## src/rtl/ysyx_220053_defs_pkg.sv

```systemverilog
// Shared definitions for the ysyx_220053 instruction fetch path:
// reset PC, instruction width and prefetch FSM state encoding.
package ysyx_220053_defs;

   localparam logic [63:0] RESET_PC = 64'h0000_0000_8000_0000;
   localparam int unsigned INSTR_W  = 32;

   typedef enum logic [1:0] {
      IDLE,
      REQ,
      WAIT,
      DROP
   } fetch_state_t;

endpackage

```

## src/rtl/ysyx_220053_sync_fifo.sv

```systemverilog
// Synchronous FIFO with registered full/empty/count and a flush that
// overrides any same-cycle push or pop.
module ysyx_220053_sync_fifo #(
   parameter int unsigned WIDTH = 96,
   parameter int unsigned DEPTH = 4
) (
   input  logic                     clk,
   input  logic                     rst,
   input  logic                     flush,
   input  logic                     push,
   input  logic [WIDTH-1:0]         push_data,
   input  logic                     pop,
   output logic [WIDTH-1:0]         pop_data,
   output logic                     full,
   output logic                     empty,
   output logic [$clog2(DEPTH):0]   count
);

   localparam int unsigned PTR_W = $clog2(DEPTH);

   logic [WIDTH-1:0] mem [DEPTH];
   logic [PTR_W-1:0] wr_ptr;
   logic [PTR_W-1:0] rd_ptr;
   logic             do_push;
   logic             do_pop;
   logic [PTR_W:0]   count_next;

   // A push into a full queue is only accepted when the head leaves in the same cycle.
   assign do_pop   = pop && !empty;
   assign do_push  = push && (!full || do_pop);
   assign pop_data = mem[rd_ptr];

   always_comb begin
      count_next = count;
      if (do_push && !do_pop)
         count_next = count + (PTR_W+1)'(1);
      else if (!do_push && do_pop)
         count_next = count - (PTR_W+1)'(1);
   end

   always_ff @(posedge clk) begin
      if (rst || flush) begin
         wr_ptr <= '0;
         rd_ptr <= '0;
         count  <= '0;
         full   <= 1'b0;
         empty  <= 1'b1;
      end else begin
         if (do_push)
            wr_ptr <= wr_ptr + PTR_W'(1);
         if (do_pop)
            rd_ptr <= rd_ptr + PTR_W'(1);
         count <= count_next;
         full  <= (count_next == (PTR_W+1)'(DEPTH));
         empty <= (count_next == '0);
      end
   end

   always_ff @(posedge clk) begin
      if (do_push && !flush)
         mem[wr_ptr] <= push_data;
   end

endmodule

```

## src/rtl/ysyx_220053_ifu_prefetch.sv

```systemverilog
// Instruction fetch unit: one outstanding aligned memory read at a time,
// 32-bit slot select, and a prefetch queue of {pc, instr} for decode.
module ysyx_220053_ifu_prefetch
   import ysyx_220053_defs::*;
#(
   parameter int unsigned     XLEN     = 64,
   parameter int unsigned     MEM_W    = 64,
   parameter int unsigned     DEPTH    = 4,
   parameter logic [XLEN-1:0] RESET_PC = XLEN'(ysyx_220053_defs::RESET_PC)
) (
   input  logic               clk,
   input  logic               rst,
   input  logic               redir_valid,
   input  logic [XLEN-1:0]    redir_pc,
   output logic               mreq_valid,
   input  logic               mreq_ready,
   output logic [XLEN-1:0]    mreq_addr,
   input  logic               mresp_valid,
   input  logic [MEM_W-1:0]   mresp_data,
   output logic               out_valid,
   input  logic               out_ready,
   output logic [XLEN-1:0]    out_pc,
   output logic [INSTR_W-1:0] out_instr
);

   localparam int unsigned CNT_W   = $clog2(DEPTH) + 1;
   localparam int unsigned ENTRY_W = XLEN + INSTR_W;

   fetch_state_t        state;
   fetch_state_t        state_next;
   logic [XLEN-1:0]     fetch_pc;
   logic [XLEN-1:0]     fetch_pc_next;
   logic                push;
   logic                flush;
   logic                full;
   logic                empty;
   logic [CNT_W-1:0]    count;
   logic [INSTR_W-1:0]  slot;
   logic [ENTRY_W-1:0]  head;
   logic                space_after_push;

   assign mreq_valid       = (state == REQ);
   assign mreq_addr        = fetch_pc & ~XLEN'(MEM_W/8 - 1);
   assign out_valid        = !empty;
   assign {out_pc, out_instr} = head;
   // Uses the count before any same-cycle pop.
   assign space_after_push = (count < CNT_W'(DEPTH - 1));

   generate
      if (MEM_W == 64) begin : g_slot64
         assign slot = fetch_pc[2] ? mresp_data[63:32] : mresp_data[31:0];
      end else begin : g_slot32
         assign slot = mresp_data[INSTR_W-1:0];
      end
   endgenerate

   always_comb begin
      state_next    = state;
      fetch_pc_next = fetch_pc;
      push          = 1'b0;
      flush         = 1'b0;
      if (redir_valid) begin
         flush         = 1'b1;
         fetch_pc_next = redir_pc & ~XLEN'(3);
         // A read still in flight after this edge must have its response discarded.
         if (((state == WAIT || state == DROP) && !mresp_valid) ||
             (state == REQ && mreq_ready))
            state_next = DROP;
         else
            state_next = REQ;
      end else begin
         unique case (state)
            IDLE: if (!full) state_next = REQ;
            REQ:  if (mreq_ready) state_next = WAIT;
            WAIT: begin
               if (mresp_valid) begin
                  push          = 1'b1;
                  fetch_pc_next = fetch_pc + XLEN'(4);
                  state_next    = space_after_push ? REQ : IDLE;
               end
            end
            DROP: if (mresp_valid) state_next = REQ;
            default: state_next = IDLE;
         endcase
      end
   end

   always_ff @(posedge clk) begin
      if (rst) begin
         state    <= IDLE;
         fetch_pc <= RESET_PC;
      end else begin
         state    <= state_next;
         fetch_pc <= fetch_pc_next;
      end
   end

   ysyx_220053_sync_fifo #(
      .WIDTH (ENTRY_W),
      .DEPTH (DEPTH)
   ) u_queue (
      .clk       (clk),
      .rst       (rst),
      .flush     (flush),
      .push      (push),
      .push_data ({fetch_pc, slot}),
      .pop       (out_ready),
      .pop_data  (head),
      .full      (full),
      .empty     (empty),
      .count     (count)
   );

endmodule

```

## config.mk

```make
export PLATFORM = sky130hd
export DESIGN_NAME = ysyx_220053_ifu_prefetch
export DESIGN_NICKNAME = d
export VERILOG_FILES = /design/src/rtl/ysyx_220053_defs_pkg.sv /design/src/rtl/ysyx_220053_sync_fifo.sv /design/src/rtl/ysyx_220053_ifu_prefetch.sv
export SDC_FILE = /design/constraint.sdc
export NUM_CORES = 1
export LEC_CHECK = 0
export ABC_AREA = 0
export CAP_MARGIN = 25
export CORE_MARGIN = 3
export CORE_UTILIZATION = 30
export DETAILED_ROUTE_END_ITERATION = 16
export DONT_BUFFER_PORTS = 1
export SLEW_MARGIN = 5
export SYNTH_ARGS = -nofsm -noshare
export SYNTH_HDL_FRONTEND = slang
export SYNTH_SLANG_ARGS = --single-unit
```

## constraint.sdc

```tcl
create_clock -name clk -period 6.87 [get_ports clk]
set_input_delay 0.3435 -clock clk [delete_from_list [all_inputs] [get_ports clk]]
set_output_delay 0.3435 -clock clk [all_outputs]
set_load 0.005 [all_outputs]
```

==> impl_metrics.json, run 1 <==
{
  "synth_xor_area_frac": 0.0134,
  "io_pins": 296,
  "avgSynthCellArea_um2": 16.1,
  "leakagePower_nw": 6.77,
  "cts_tree": "built",
  "grt_first_pass_wirelength_um": 72200,
  "ys_seq_area_frac": 0.677,
  "ys_seq_elements": 451,
  "worstPathMaxFanout": 18,
  "fp.dieW_um": 257,
  "required_ns": 7.34,
  "cts_buffers": 51,
  "synthSimpleGateAreaFrac": 0.0812,
  "synth_top_family_by_area": "multiplexers",
  "clock_path_buffers": 3,
  "ys_async_sr_fraction": 0,
  "end_kind": "register",
  "p_per_area_mw_per_mm2": 269,
  "synth_common_cells": "edfxtp_1, mux4_2, dfxtp_1",
  "drc": 0,
  "layout_min_cycle_time_ns": 3.83,
  "post_cts_resized": 0,
  "synth-main-ff-cell": "edfxtp_1",
  "synth.most_common_cell": "edfxtp_1",
  "hold_path_class": "input port to register",
  "synth_largest_area_cell": "edfxtp_1",
  "synth.mux.area_fraction": 0.134,
  "fillers": 5837,
  "synth_cells": 1176,
  "dieArea_mm2": 0.0661,
  "hp-start": "rst",
  "fin_setup_tns_ns": 0,
  "criticalPathCategory": "register to register",
  "area.growth.synth_to_final_pct": 16.6,
  "hold_violations": 0,
  "fin_nets": 1357,
  "rows": 91,
  "status": "complete, no violations",
  "die_h_um": 257,
  "hpwl_um": 31300,
  "p_int_mw": 4.66,
  "ys_top_cells_by_area": "edfxtp_1, mux4_2, dfxtp_1, buf_4, mux2_2",
  "dr_total_vias": 10500,
  "max-slew-margin-rel": 0.376,
  "drt-pass1-iter-count": 4,
  "timing.rr.end": "fetch_pc[44]$_SDFFE_PP0P_",
  "port_buffers": 0,
  "gp_congestion": 0.783,
  "min_to": "fetch_pc[31]$_SDFFE_PP1P_",
  "start_util": 0.305,
  "worstPathArrival_ns": 4.30,
  "htree_levels": 2,
  "grt_max_degree": 56,
  "report.final.slew_viol_count": 0,
  "rrSetupSlack_ns": 3.04,
  "synth.distinct_cells": 61,
  "path_clk_slew_ns": 0.06,
  "syn_area_mm2": 0.0189,
  "fin_util": 0.355,
  "pwr-share-seq": 0.521,
  "grt_antenna_before_repair": 9,
  "synth_top_area_share": 0.597,
  "setup_viol": 0,
  "clk_latency_ns": 0.59,
  "p_comb_frac": 0.035,
  "drv_cap": 0,
  "antenna_left": 0,
  "viasPerCell": 5.02,
  "switching_share": 0.215,
  "startpoint": "fetch_pc[25]$_SDFFE_PP0P_",
  "yosysWarningCount": 0,
  "vdd_drop_max_mv": 0.218,
  "worst_pin_slew_ns": 0.936,
  "r2r_start": "fetch_pc[25]$_SDFFE_PP0P_",
  "synthAdderAreaFrac": 0.00463,
  "wirelength_um": 49100,
  "rsz0062_at_grt": "false",
  "drtIter0Drc": 710,
  "clock_skew_ns": 0.0122,
  "clock-root-buffer": "clkbuf_16",
  "period_share": 0.557,
  "power.switching_mw": 1.28,
  "cts_sinks": 451,
  "wl_per_cell_um": 23.4,
  "grt_pass1_vias": 10800,
  "worstHoldPathCells": 2,
  "synth-compound-area-share": 0.0443,
  "rr_worst_depth": 6,
  "fmax_ghz": 0.261,
  "grt-ovfl-total": 0,
  "groute.usage.overall": 0.145,
  "core_mm2": 0.0621,
  "synth_edf_count": 376,
  "final_layout_size_suffix_gt1_frac": 0.184,
  "startpoint_type": "register",
  "clkPwrFrac": 0.445
}
repair_timing:
| action | CTS | global route |
|---|---|---|
| endpoints found under the hold margin | 134 | 0 |
| setup buffers | 0 | 0 |
| hold buffers | 105 | 0 |
per-stage QoR:
step           cell area, um^2  worst slack [ns]  hold slack (ns)  instances  power, mW
4_1_cts                  22000              2.62         0.000417       2088       6.03
3_5_place_dp             19300              3.16            0.438       1893       3.29
2_1_floorplan            18900              3.06            0.478       1180       3.26
5_1_grt                  22000              2.92          0.00518       2092       6.16
3_3_place_gp             19300              3.22            0.436       1893       3.28
6_report                 22000              3.04           0.0435       2096       5.94
worst max-delay path: stages (launching register included):
cell           delay, ns
dfxtp_1             0.74
nand4_1             0.43
or4_1               0.65
or3_1               0.63
or4b_1              0.59
o2111a_1            0.12
dlygate4sd3_1       0.55
cell usage in the layout, fill, tap and decap left out, types with 6 or more instances in the layout:
cell type        n
xnor2_1         23
a21oi_1         18
and4_1          10
diode_2          6
nor4_1          13
ha_1             7
a211oi_1        25
dfxtp_1         72
edfxtp_1       376
o31ai_1          7
nand2_1         30
clkbuf_1        12
nand4_1         23
or4_1           15
inv_1           19
a311oi_1        10
clkbuf_16       51
mux2_2          33
nand3_1         35
dlygate4sd3_1  103
nor3_1          24
or3_1           10
clkinv_2         9
nor2_1          72
and3_1          15
buf_4           11
o21ai_0         28
mux4_2          94
xor2_1           6
metal layers:
layer | vias to the layer above | global-route usage | part of all wire
met4 | 8 | 0.0387 | 0.017
met2 | 341 | 0.231 | 0.47
met3 | 75 | 0.0515 | 0.079
met5 | - | 0 | 0.0011
li1 | 4705 | - | -
met1 | 5394 | 0.189 | 0.43
cell type report:
| cell class | instances | area [um^2] | share of cell area |
|---|---|---|---|
| Antenna cell | 6 | 15.0 | 0.000681 |
| Sequential cell | 451 | 12800 | 0.581 |
| Timing Repair Buffer | 118 | 1190 | 0.0538 |
| Clock inverter | 25 | 279 | 0.0127 |
| Inverter | 20 | 76.3 | 0.00346 |
| Clock buffer | 65 | 1350 | 0.0612 |
| Multi-Input combinational cell | 574 | 5280 | 0.240 |
| Tap cell | 837 | 1050 | 0.0475 |
how the worst max path moves through the flow:
stage | endpoint | slack, ns | depth (start not counted)
after floorplan | u_queue.mem[0][0]$_DFFE_PP_ | 3.06 | 4
after global placement | fetch_pc[60]$_SDFFE_PP0P_ | 3.22 | 6
after detailed placement | fetch_pc[60]$_SDFFE_PP0P_ | 3.16 | 6
after CTS | fetch_pc[44]$_SDFFE_PP0P_ | 2.62 | 7
after global routing | fetch_pc[44]$_SDFFE_PP0P_ | 2.92 | 6
final | fetch_pc[44]$_SDFFE_PP0P_ | 3.04 | 6
power groups by stage:
stage          clock [mW]  sequential (mW)  combinational, mW
5_1_grt              2.84             3.10              0.225
4_1_cts              2.73             3.10              0.201
3_3_place_gp            0             3.15              0.126
2_1_floorplan           0             3.10              0.157
6_report             2.64             3.09              0.206
3_5_place_dp            0             3.15              0.132
logic make-up (layout without fill, tap and decap cells):
| group | count (synthesis) | after routing |
|---|---|---|
| AOI/OAI and AO/OA | 120 | 120 |
| adders and majority gates | 7 | 7 |
| xor gates and xnor gates | 29 | 29 |
| other | 1 | 11 |
| muxes | 132 | 132 |
| DFF | 451 | 451 |
| and+or+nand+nor | 281 | 281 |
| buffers and inverters | 155 | 228 |
sequential cells by signal (all words and copies together) (netlist names), named ones only:
register,flops
fetch_pc,62
state,2
u_queue.count,3
u_queue.empty,1
u_queue.full,1
u_queue.mem,376
u_queue.rd_ptr,2
u_queue.wr_ptr,2
Power figures use the tool's default switching activity.
==> run 2, diff against run 1 <==
==> constraint.sdc (replaced) <==
create_clock -name clk -period 3.55 [get_ports clk]
set_input_delay 0.1775 -clock clk [delete_from_list [all_inputs] [get_ports clk]]
set_output_delay 0.1775 -clock clk [all_outputs]
set_load 0.005 [all_outputs]
==> run 2 against run 1 <==
Effect of this change:
- register-to-register slack got worse by 2.9 ns
- critical path depth unchanged
- highest routed layer unchanged
- first-iteration DRC count rose by 1.8%
- critical path type unchanged
- wire length grew 2.3%
- clock skew grew 0.0052 ns
- via count grew 5.2%
- power is 90% higher
- clock power increased by 83%
==> impl_metrics.json, run 2 (synthesis results as in run 1) <==
{
  "pwr-share-seq": 0.526,
  "start_util": 0.305,
  "criticalPathCategory": "register to register",
  "leakagePower_nw": 7.25,
  "clk_latency_ns": 0.58,
  "drt-pass1-iter-count": 5,
  "grt_first_pass_wirelength_um": 74100,
  "viasPerCell": 5.03,
  "dieArea_mm2": 0.0661,
  "wl_per_cell_um": 22.8,
  "hold_path_class": "input port to register",
  "period_share": 0.958,
  "gp_congestion": 0.786,
  "final_layout_size_suffix_gt1_frac": 0.190,
  "worst_slack_ns": 0.150,
  "final_cell_mix": "edfxtp_1, dlygate4sd3_1, mux4_2, nor2_1, dfxtp_1",
  "dp.cells": 1928,
  "worstPathArrival_ns": 3.91,
  "fin_util": 0.370,
  "power.switching_mw": 2.41,
  "fin_cells": 2201,
  "grt_antenna_before_repair": 17,
  "die_h_um": 257,
  "cpMostUsedCell": "or4_1",
  "grt-ovfl-total": 0,
  "fmax_ghz": 0.294,
  "worst_pin_slew_ns": 0.800,
  "status": "complete, no violations",
  "post_cts.repair.setup_buffers": 0,
  "cts_buffers": 48,
  "grt_max_degree": 57,
  "wirelength_um": 50200,
  "p_int_mw": 8.88,
  "layout_min_cycle_time_ns": 3.40,
  "p_per_area_mw_per_mm2": 491,
  "setup_viol": 0,
  "end_kind": "register",
  "holdWs_ns": 0.0381,
  "crit_family": "simple AND/OR/NAND/NOR gates",
  "drc": 0,
  "crit_slowest_cell": "or4_1",
  "max-slew-margin-rel": 0.466,
  "vdd_drop_max_mv": 0.329,
  "reg_top3": "u_queue.mem: 376 flops, fetch_pc: 62 flops, u_queue.count: 3 flops",
  "cts_sinks": 451,
  "switching_share": 0.213,
  "grt_pass1_vias": 11300,
  "path_cells": "nand4_2, or4_1, or3_4, or4_1, a311oi_1, dlygate4sd3_1",
  "clock_skew_ns": 0.0175,
  "cts_tree": "built",
  "path_clk_slew_ns": 0.06,
  "layout_commonest_cell": "edfxtp_1",
  "max_stage_delay_ns": 0.71,
  "dr_total_vias": 11100,
  "rows": 91,
  "largest_register_ffs": 376,
  "p_comb_frac": 0.047,
  "dpl_cell_area_mm2": 0.0197,
  "fin_area_mm2": 0.0230,
  "io_pins": 296,
  "clock-root-buffer": "clkbuf_16",
  "hpwl_um": 32800,
  "port_buffers": 0,
  "startpoint_type": "register",
  "rsz0062_at_grt": "false",
  "drtIter0Drc": 723,
  "drv_cap": 0,
  "worstPathMaxFanout": 10,
  "groute.usage.overall": 0.149,
  "fin_nets": 1459,
  "fillers": 5743,
  "core_mm2": 0.0621,
  "hold_violations": 0,
  "rrSetupSlack_ns": 0.15,
  "required_ns": 4.06,
  "clock_path_buffers": 3,
  "dp_slack_ns": 0.497,
  "fp.dieW_um": 257,
  "fin_setup_tns_ns": 0,
  "clkPwrFrac": 0.427,
  "finalPower_mw": 11.3,
  "regMostFlops": "u_queue.mem",
  "area.growth.synth_to_final_pct": 21.6,
  "crit_buf_inv": 1,
  "report.final.slew_viol_count": 0,
  "htree_levels": 2,
  "antenna_left": 0
}
-- run 2: worst paths after layout --
| check | startpoint | endpoint | cells after the start |
|---|---|---|---|
| min | redir_valid | fetch_pc[57]$_SDFFE_PP0P_ | 2 |
| max | fetch_pc[31]$_SDFFE_PP1P_ | fetch_pc[41]$_SDFFE_PP0P_ | 6 |
| min reg2reg | u_queue.rd_ptr[1]$_SDFFE_PP0P_ | u_queue.rd_ptr[1]$_SDFFE_PP0P_ | 2 |
| max reg2reg | fetch_pc[31]$_SDFFE_PP1P_ | fetch_pc[41]$_SDFFE_PP0P_ | 6 |
-- run 2: repair_timing --
action | in CTS | in global routing
gates resized for setup | 0 | 1
hold buffers | 177 | 0
endpoints found under the setup margin | 0 | 3
endpoints found under the hold margin | 200 | 0
-- run 2: final cells by class --
| cell class | count | area [um^2] | share of cell area |
|---|---|---|---|
| Clock buffer | 61 | 1290 | 0.0562 |
| Inverter | 20 | 76.3 | 0.00332 |
| Multi-Input combinational cell | 574 | 5290 | 0.230 |
| Sequential cell | 451 | 12800 | 0.557 |
| Clock inverter | 23 | 209 | 0.00909 |
| Timing Repair Buffer | 223 | 2240 | 0.0976 |
| Antenna cell | 12 | 30.0 | 0.00131 |
| Tap cell | 837 | 1050 | 0.0456 |
-- run 2: worst register-to-register path, stage by stage (launching register included) --
cell and delay (ns):
dfxtp_1 0.66, nand4_2 0.27, or4_1 0.71, or3_4 0.41, or4_1 0.40, a311oi_1 0.29
dlygate4sd3_1 0.59
-- run 2: power groups by stage --
| stage | combinational, mW | clock, mW | sequential, mW |
|---|---|---|---|
| 2_1_floorplan | 0.304 | 0 | 6.00 |
| 3_3_place_gp | 0.313 | 0 | 6.05 |
| 3_5_place_dp | 0.325 | 0 | 6.05 |
| 4_1_cts | 0.537 | 4.97 | 5.94 |
| 5_1_grt | 0.584 | 5.19 | 5.95 |
| 6_report | 0.536 | 4.82 | 5.94 |
-- run 2: routing by layer --
| metal | vias to the layer above | part of all wire | global-route usage |
|---|---|---|---|
| met5 | - | 0.0015 | 0 |
| met4 | 12 | 0.021 | 0.0397 |
| met3 | 86 | 0.082 | 0.0505 |
| met2 | 369 | 0.47 | 0.235 |
| met1 | 5710 | 0.43 | 0.195 |
| li1 | 4898 | - | - |
